<file path="config.mk">
export PLATFORM = sky130hd
export DESIGN_NAME = layer_input_feeder
export DESIGN_NICKNAME = d
export VERILOG_FILES = /design/src/rtl/layer_input_feeder.sv
export SDC_FILE = /design/constraint.sdc
export NUM_CORES = 1
export LEC_CHECK = 0
export CAP_MARGIN = 5
export CORE_MARGIN = 2
export CORE_UTILIZATION = 53
export CTS_CLUSTER_SIZE = 14
export DETAILED_ROUTE_END_ITERATION = 8
export PLACE_DENSITY = 0.79
export SKIP_LAST_GASP = 1
export SLEW_MARGIN = 20
export SYNTH_ARGS = -nofsm -noshare
export SYNTH_HDL_FRONTEND = slang
export SYNTH_SLANG_ARGS = --single-unit
</file>
<file path="constraint.sdc">
create_clock -name clk -period 2.45 [get_ports clk]
set_clock_uncertainty 0.15 [all_clocks]
set_input_delay 0.735 -clock clk [delete_from_list [all_inputs] [get_ports clk]]
set_output_delay 0.735 -clock clk [all_outputs]
set_load 0.01 [all_outputs]
</file>
<file path="src/rtl/layer_input_feeder.sv">
`default_nettype none
//------------------------------------------------------------------------------
// layer_input_feeder: assembles byte-serial activations into a shadow frame and
// commits it, held stable, onto a layer's parallel node inputs.
// Revision: 1.0
//------------------------------------------------------------------------------
module layer_input_feeder #(
  parameter int N_IN     = 15,
  parameter int DATA_W   = 8,
  parameter int NODE_LAT = 3
) (
  input  logic                      clk,
  input  logic                      reset,
  input  logic signed [DATA_W-1:0]  s_data,
  input  logic                      s_valid,
  input  logic                      s_last,
  output logic                      s_ready,
  output logic [N_IN*DATA_W-1:0]    a_vec,
  output logic                      vec_valid,
  output logic                      res_valid,
  output logic                      frame_err
);

  localparam int IDX_W = (N_IN > 1) ? $clog2(N_IN) : 1;
  localparam int LAT_W = (NODE_LAT > 0) ? $clog2(NODE_LAT + 1) : 1;
  localparam logic [IDX_W-1:0] C_IDX_LAST = IDX_W'(N_IN - 1);
  localparam logic [LAT_W-1:0] C_LAT      = LAT_W'(NODE_LAT);
  localparam logic [LAT_W-1:0] C_LAT_ONE  = LAT_W'(1);

  logic [DATA_W-1:0]      r_shadow [N_IN];
  logic [IDX_W-1:0]       r_idx;
  logic                   r_full;
  logic [LAT_W-1:0]       r_lat;
  logic [N_IN*DATA_W-1:0] w_shadow_flat;
  logic                   w_accept;
  logic                   w_commit;

  // The shadow keeps filling while the nodes compute on the committed vector.
  assign s_ready  = !reset && !r_full;
  assign w_accept = s_valid && s_ready;
  assign w_commit = r_full && (r_lat == '0);

  for (genvar gi = 0; gi < N_IN; gi++) begin : g_flat
    assign w_shadow_flat[gi*DATA_W +: DATA_W] = r_shadow[gi];
  end

  always_ff @(posedge clk) begin
    if (reset) begin
      for (int i = 0; i < N_IN; i++) r_shadow[i] <= '0;
      r_idx     <= '0;
      r_full    <= 1'b0;
      r_lat     <= '0;
      a_vec     <= '0;
      vec_valid <= 1'b0;
      res_valid <= 1'b0;
      frame_err <= 1'b0;
    end else begin
      vec_valid <= 1'b0;
      res_valid <= 1'b0;
      frame_err <= 1'b0;

      if (w_accept) begin
        r_shadow[r_idx] <= s_data;
        if (r_idx == C_IDX_LAST) begin
          r_idx <= '0;
          if (s_last) r_full    <= 1'b1;
          else        frame_err <= 1'b1;
        end else if (s_last) begin
          r_idx     <= '0;
          frame_err <= 1'b1;
        end else begin
          r_idx <= r_idx + 1'b1;
        end
      end

      // Commit and accept never coincide: a commit needs r_full, which blocks s_ready.
      if (w_commit) begin
        a_vec     <= w_shadow_flat;
        r_full    <= 1'b0;
        vec_valid <= 1'b1;
        r_lat     <= C_LAT;
      end else if (r_lat != '0) begin
        r_lat <= r_lat - 1'b1;
        if (r_lat == C_LAT_ONE) res_valid <= 1'b1;
      end
    end
  end

endmodule
`default_nettype wire
</file>
# Word-level counts from Yosys, hierarchy flattened
# Memories as Yosys holds them, arrays and structs flattened. A register that Yosys moved wholly into a read port is not among the register bits.
# Cells that the tools add are included.
dict set report classes {
  reduce_logical 13
  n_eq_ne 2
  bitwise_logic 2
  mux 17
  add_sub_neg 2
}
# op n
set op_table {}
lappend op_table {{2-to-1 mux 4 bit} 3}
lappend op_table {{2-to-1 mux 1 bit} 11}
lappend op_table {{2-to-1 mux 8 bit} 1}
lappend op_table {{OR reduction 8 bit} 1}
lappend op_table {{adder 4 x 1 -> 4 bit, second input constant} 1}
lappend op_table {{== test 4 bit, second input constant} 1}
lappend op_table {{2-to-1 mux 2 bit} 2}
lappend op_table {{nonzero test 2 bit} 2}
lappend op_table {{OR reduction 2 bit} 2}
lappend op_table {{logical AND 1 bit} 3}
lappend op_table {{AND reduction 3 bit} 1}
lappend op_table {{OR reduction 3 bit} 1}
lappend op_table {{== test 2 x 1 -> 1 bit, second input constant} 1}
lappend op_table {{logical NOT 1 bit} 2}
lappend op_table {{logical NOT 2 bit} 1}
lappend op_table {{NOT 1 bit} 2}
lappend op_table {{subtractor 2 x 1 -> 2 bit, second input constant} 1}
dict set report totals {
  word_cells 43
  in_bits 12
  reg_bits 10
  mem_count 1
  ramBits 120
  out_inout_bits 124
}
# memory words width read_ports rd_clocked_by_memory_dff write_ports line
set mem_list {}
lappend mem_list {r_shadow 15 8 15 15 15 30} ;# logic [DATA_W-1:0] r_shadow [N_IN];

# Logic depth before layout (Yosys ltp)
dict set report depth {
  ltp_word 8
  depth_mapped 7
  mapped_depth_nobuf 5
}

# Least setup slack after synthesis
# OpenSTA, ideal clock, no wires.
dict set report synth_path {
  kind {input port to output port}
  from {input port reset}
  to {output port s_ready}
  path_buffers 2
  stages 3
  setup_slack_ns 0.243
  t_arrival_ns 1.322
  required_time_ns 1.565
  path_cell_list {clkbuf_1 > clkbuf_1 > nor2_1}
}
dict set report synth_between {
  elab_chain_len 2
}
# element line
set synth_rtl {}
lappend synth_rtl {{start: declaration} 13} ;# input logic reset,
lappend synth_rtl {{logical NOT 1 bit} 39} ;# assign s_ready = !reset && !r_full;
lappend synth_rtl {{logical AND 1 bit} 39}
lappend synth_rtl {{end: declaration} 17} ;# output logic s_ready,
# No other way between the ends.

# Worst setup path after layout
dict set report layout_path {
  from {register a_vec[47] (read register of r_shadow)}
  to {output port a_vec[47]}
}
# element line
set layout_lines {}
lappend layout_lines {{start: declaration} 18} ;# output logic [N_IN*DATA_W-1:0] a_vec,
# No word-level cell between the ends.

==> results.txt <==
* Cells after synthesis: 622
* Run status: finished clean
* Drt wl/cell: 19.7 um
* Via count: 5565
* Gate family responsible for the most delay along the worst path: buffers and inverters
- Slew margin rel.: 65.9%
- Setup repair after global routing left no endpoint under its margin.
- The min-delay analysis places its worst path in the category flop to flop.
- Clock root cell: sky130_fd_sc_hd__clkbuf_16
* Global-route wire length before repair: 30.8 mm
- In this run the mean area of a mapped cell was 14.1 um2.
- Weighted congestion at the end of routability-driven global placement: 0.816
* Max-slew violation count: 0
- Number of sinks handled by clock tree synthesis: 250
* Die span in x: 132 um
- In the layout the commonest cells are sky130_fd_sc_hd__clkdlybuf4s50_1, sky130_fd_sc_hd__dfxtp_1, sky130_fd_sc_hd__a22o_1, sky130_fd_sc_hd__and2_1, sky130_fd_sc_hd__edfxtp_1.
- Beginning of the worst register-to-register path: r_idx[0]
* Number of port buffers: 135
- In this run the worst setup path terminates at a_vec[47].
- TritonCTS built the clock tree.
- In the synthesized netlist the dominant register cell turns out to be sky130_fd_sc_hd__dfxtp_1.
* Worst path depth: 1
* Gr ovfl total: 0
- Final Util: 71.5%
* Synth unique cells: 32
- Data arrives at the worst endpoint at 1.45 ns.
- Setup violations remaining at the end of the flow were counted as 0.
- Yosys mapped a number of flops with a built-in enable equal to 120.
- Summing the sequential cell areas from Yosys gives 70.9% of the chip area.
- Entering global routing, the biggest net connects 49 pins.
- 1st-pass router iterations: 4
- Global routing consumed, over all layers together, 22.4% of the routing resources.
- CTS built an H-tree with a depth of 1.
- The core region is 16000 um2.
* PD cells: 754 nW/um2
- Height of the chip: 132 um
* Hold-fix buffers, CTS: 0
* Series of cell instances along the critical path: clkdlybuf4s50_1
- Worst reg2reg setup slack: 0.35 ns
- The critical path starts at a_vec[47].
- Critical path type: flop to output pin
- After synthesis, the share of flip-flops with an asynchronous set or reset is 0%.
* Post-DRT Antenna Nets: 0
- STA classifies the critical path endpoint as an output pin.
- The longest clock path from root to sink contains 3 buffers.
- Power, Total: 0.00864 W
- Ports: 136
- After layout, the worst path uses 95.4% of the clock period.
* Warning count from the yosys run: 0
- Achievable Freq: 0.428 GHz
- The die covers 17500 um2.
* Total area of multi-input combinational cells: 2340 um2
* Post-layout nets: 794
- IR analysis of the VDD net gives a maximum drop of 726 uV.
- Netlist area before placement: 8750 um2
- Clock-pin slew was measured on the worst setup and hold paths at 0.06 ns.
- In this run the post-CTS setup repair buffer count came out at 0.
- Fraction of layout cells with a size suffix above 1: 11.3%
* Post-synthesis sequential element count: 250
* Number of hold-slack violations in the final timing report: 0
* Period minus WS final: 2.34 ns
* Layout-stage area growth over the synthesis result: 30.8%
- Top fanout value on the critical path: 2
- Master of the slowest instance on the critical path: sky130_fd_sc_hd__clkdlybuf4s50_1
- Counting both buffers and inverters, the worst setup path holds a total of 1.
- Max-cap violations in this run came to 0.
- The number of antenna violations at the first check in global routing came to 0.
- Footprint of the flip-flops and latches: 6210 um2
- Clock latency of the later-clocked register in the worst-skew pair: 0.51 ns
* Leak: 4.38 nW
- Capturing point of the worst reg2reg path: r_shadow[6][2]
- The detailed router finished its first iteration with 466 violations.
- Startpoint type of the worst setup path: flop
- For the pin with the worst max-slew slack, the measured transition is 0.510 ns.
* Placed wire-length estimate after detailed placement: 12.7 mm
* TritonCTS Buffers: 24
- 0 antenna diodes ended up in the layout.
- Register-to-Register Path Depth: 5
* Number of nets in the synthesized netlist: 641
* Slowest cell delay on critical path: 0.56 ns
* Req. time, crit path: 1.56 ns
* Aggregate routed wire length: 19.9 mm
- Initial standard-cell utilization of the core: 54.7%
- The via count of the first global-routing pass is 5642.
- The library cell used most frequently in the layout, excluding fill and tap cells, is sky130_fd_sc_hd__clkdlybuf4s50_1.
* Row count: 46
- Total DRC errors in the routed layout: 0
- Layout fillers: 1077
- Drt via density: 5.52
## Yosys cell counts, types with 2 or more instances
master	instances	area, um2
sky130_fd_sc_hd__buf_1	4	15.0
sky130_fd_sc_hd__edfxtp_1	120	3600
sky130_fd_sc_hd__and3_1	6	37.5
sky130_fd_sc_hd__a21oi_1	5	25.0
sky130_fd_sc_hd__nand2b_1	2	12.5
sky130_fd_sc_hd__nor2_1	8	30.0
sky130_fd_sc_hd__a22o_1	121	1060
sky130_fd_sc_hd__buf_2	13	65.1
sky130_fd_sc_hd__clkbuf_1	33	124
sky130_fd_sc_hd__or2_1	6	37.5
sky130_fd_sc_hd__nand2_1	6	22.5
sky130_fd_sc_hd__nand4b_1	3	26.3
sky130_fd_sc_hd__a31oi_1	2	12.5
sky130_fd_sc_hd__dfxtp_1	130	2600
sky130_fd_sc_hd__nor3b_1	2	15.0
sky130_fd_sc_hd__nor3_1	3	15.0
sky130_fd_sc_hd__inv_1	4	15.0
sky130_fd_sc_hd__nor2b_1	2	12.5
sky130_fd_sc_hd__and2_1	120	751
sky130_fd_sc_hd__nand3_1	5	25.0
sky130_fd_sc_hd__and4b_1	2	20.0
sky130_fd_sc_hd__or2_2	9	56.3
sky130_fd_sc_hd__ha_1	7	87.6
## final cells by class
type                    instances  share of cell area [%]
flip-flops and latches        250                    54.2
multi-input cells             318                    20.5
repair buffers                177                    15.6
clock buffers                  32                    5.87
well taps                     216                    2.36
clock inverters                12                    1.36
inverters                       4                   0.131
## power breakdown
group | internal, W | total, W | leakage, nW | switching [W]
clock network | 0.00234 | 0.00382 | 0.407 | 0.00148
registers | 0.00446 | 0.00450 | 2.29 | 0.0000388
logic | 0.000112 | 0.000317 | 1.69 | 0.000205
total | 0.00691 | 0.00864 | 4.38 | 0.00172
## per-stage QoR
| stage | setup TNS, ns | cells | hold slack (ns) | cell area [um2] | worst slack [ns] |
|---|---|---|---|---|---|
| floorplan | 0 | 622 | 0.286 | 8750 | 0.243 |
| global placement | -24.79 | 965 | 0.291 | 10600 | -0.285 |
| detailed placement | -40.85 | 965 | 0.293 | 10600 | -0.327 |
| CTS | 0 | 1009 | 0.306 | 11500 | 0.000271 |
| global route | 0 | 1009 | 0.320 | 11400 | 0.0702 |
| finish | 0 | 1009 | 0.305 | 11400 | 0.114 |
## state kept, by name, indices dropped and copies added, names as in the netlist
| name | cells |
|---|---|
| res_valid | 1 |
| vec_valid | 1 |
| r_idx | 4 |
| frame_err | 1 |
| r_full | 1 |
| a_vec | 120 |
| r_lat | 2 |
| r_shadow | 120 |
## worst reg2reg max path, cell delays in order (launching register included)
cell	delay, ns
sky130_fd_sc_hd__dfxtp_1	0.37
sky130_fd_sc_hd__inv_1	0.14
sky130_fd_sc_hd__ha_1	0.33
sky130_fd_sc_hd__nand4b_1	0.17
sky130_fd_sc_hd__nor3_1	0.33
sky130_fd_sc_hd__or2_2	0.29
## routing by layer
metal	track usage, %	share of wire, %	wire (um)	vias to the layer above
met1	28.3	41	8180	2765
li1	-	-	-	2574
met4	6.57	2.2	432	0
met5	0	0	0	-
met3	3.56	5.4	1070	38
met2	39.8	51	10200	188
## repair_timing
action / CTS / global route
hold endpoints to repair: 0 / 0
gates resized for setup: 2 / 1
endpoints found under the setup margin: 1 / 1
## how the worst min path moves through the flow
stage	startpoint	cells past startpoint	to
global placement	r_shadow[14][7]	1	a_vec[119]
CTS	r_shadow[6][1]	1	a_vec[49]
floorplan	r_shadow[11][4]	1	a_vec[92]
finish	r_shadow[0][7]	1	a_vec[7]
global route	r_shadow[14][7]	1	a_vec[119]
detailed placement	r_shadow[6][1]	1	a_vec[49]
## cell families (layout without fill, tap and decap cells)
logic type / count (synthesis) / in the layout / share of synthesized area [%]
DFF: 250 / 250 / 70.9
adders and majority gates: 7 / 7 / 1.00
AOI/OAI and AO/OA: 131 / 131 / 12.8
buffers and inverters: 54 / 225 / 2.50
xor gates and xnor gates: 1 / 1 / 0.100
and+or+nand+nor: 179 / 179 / 12.7
No activity file was read; power rests on OpenSTA's default activity.
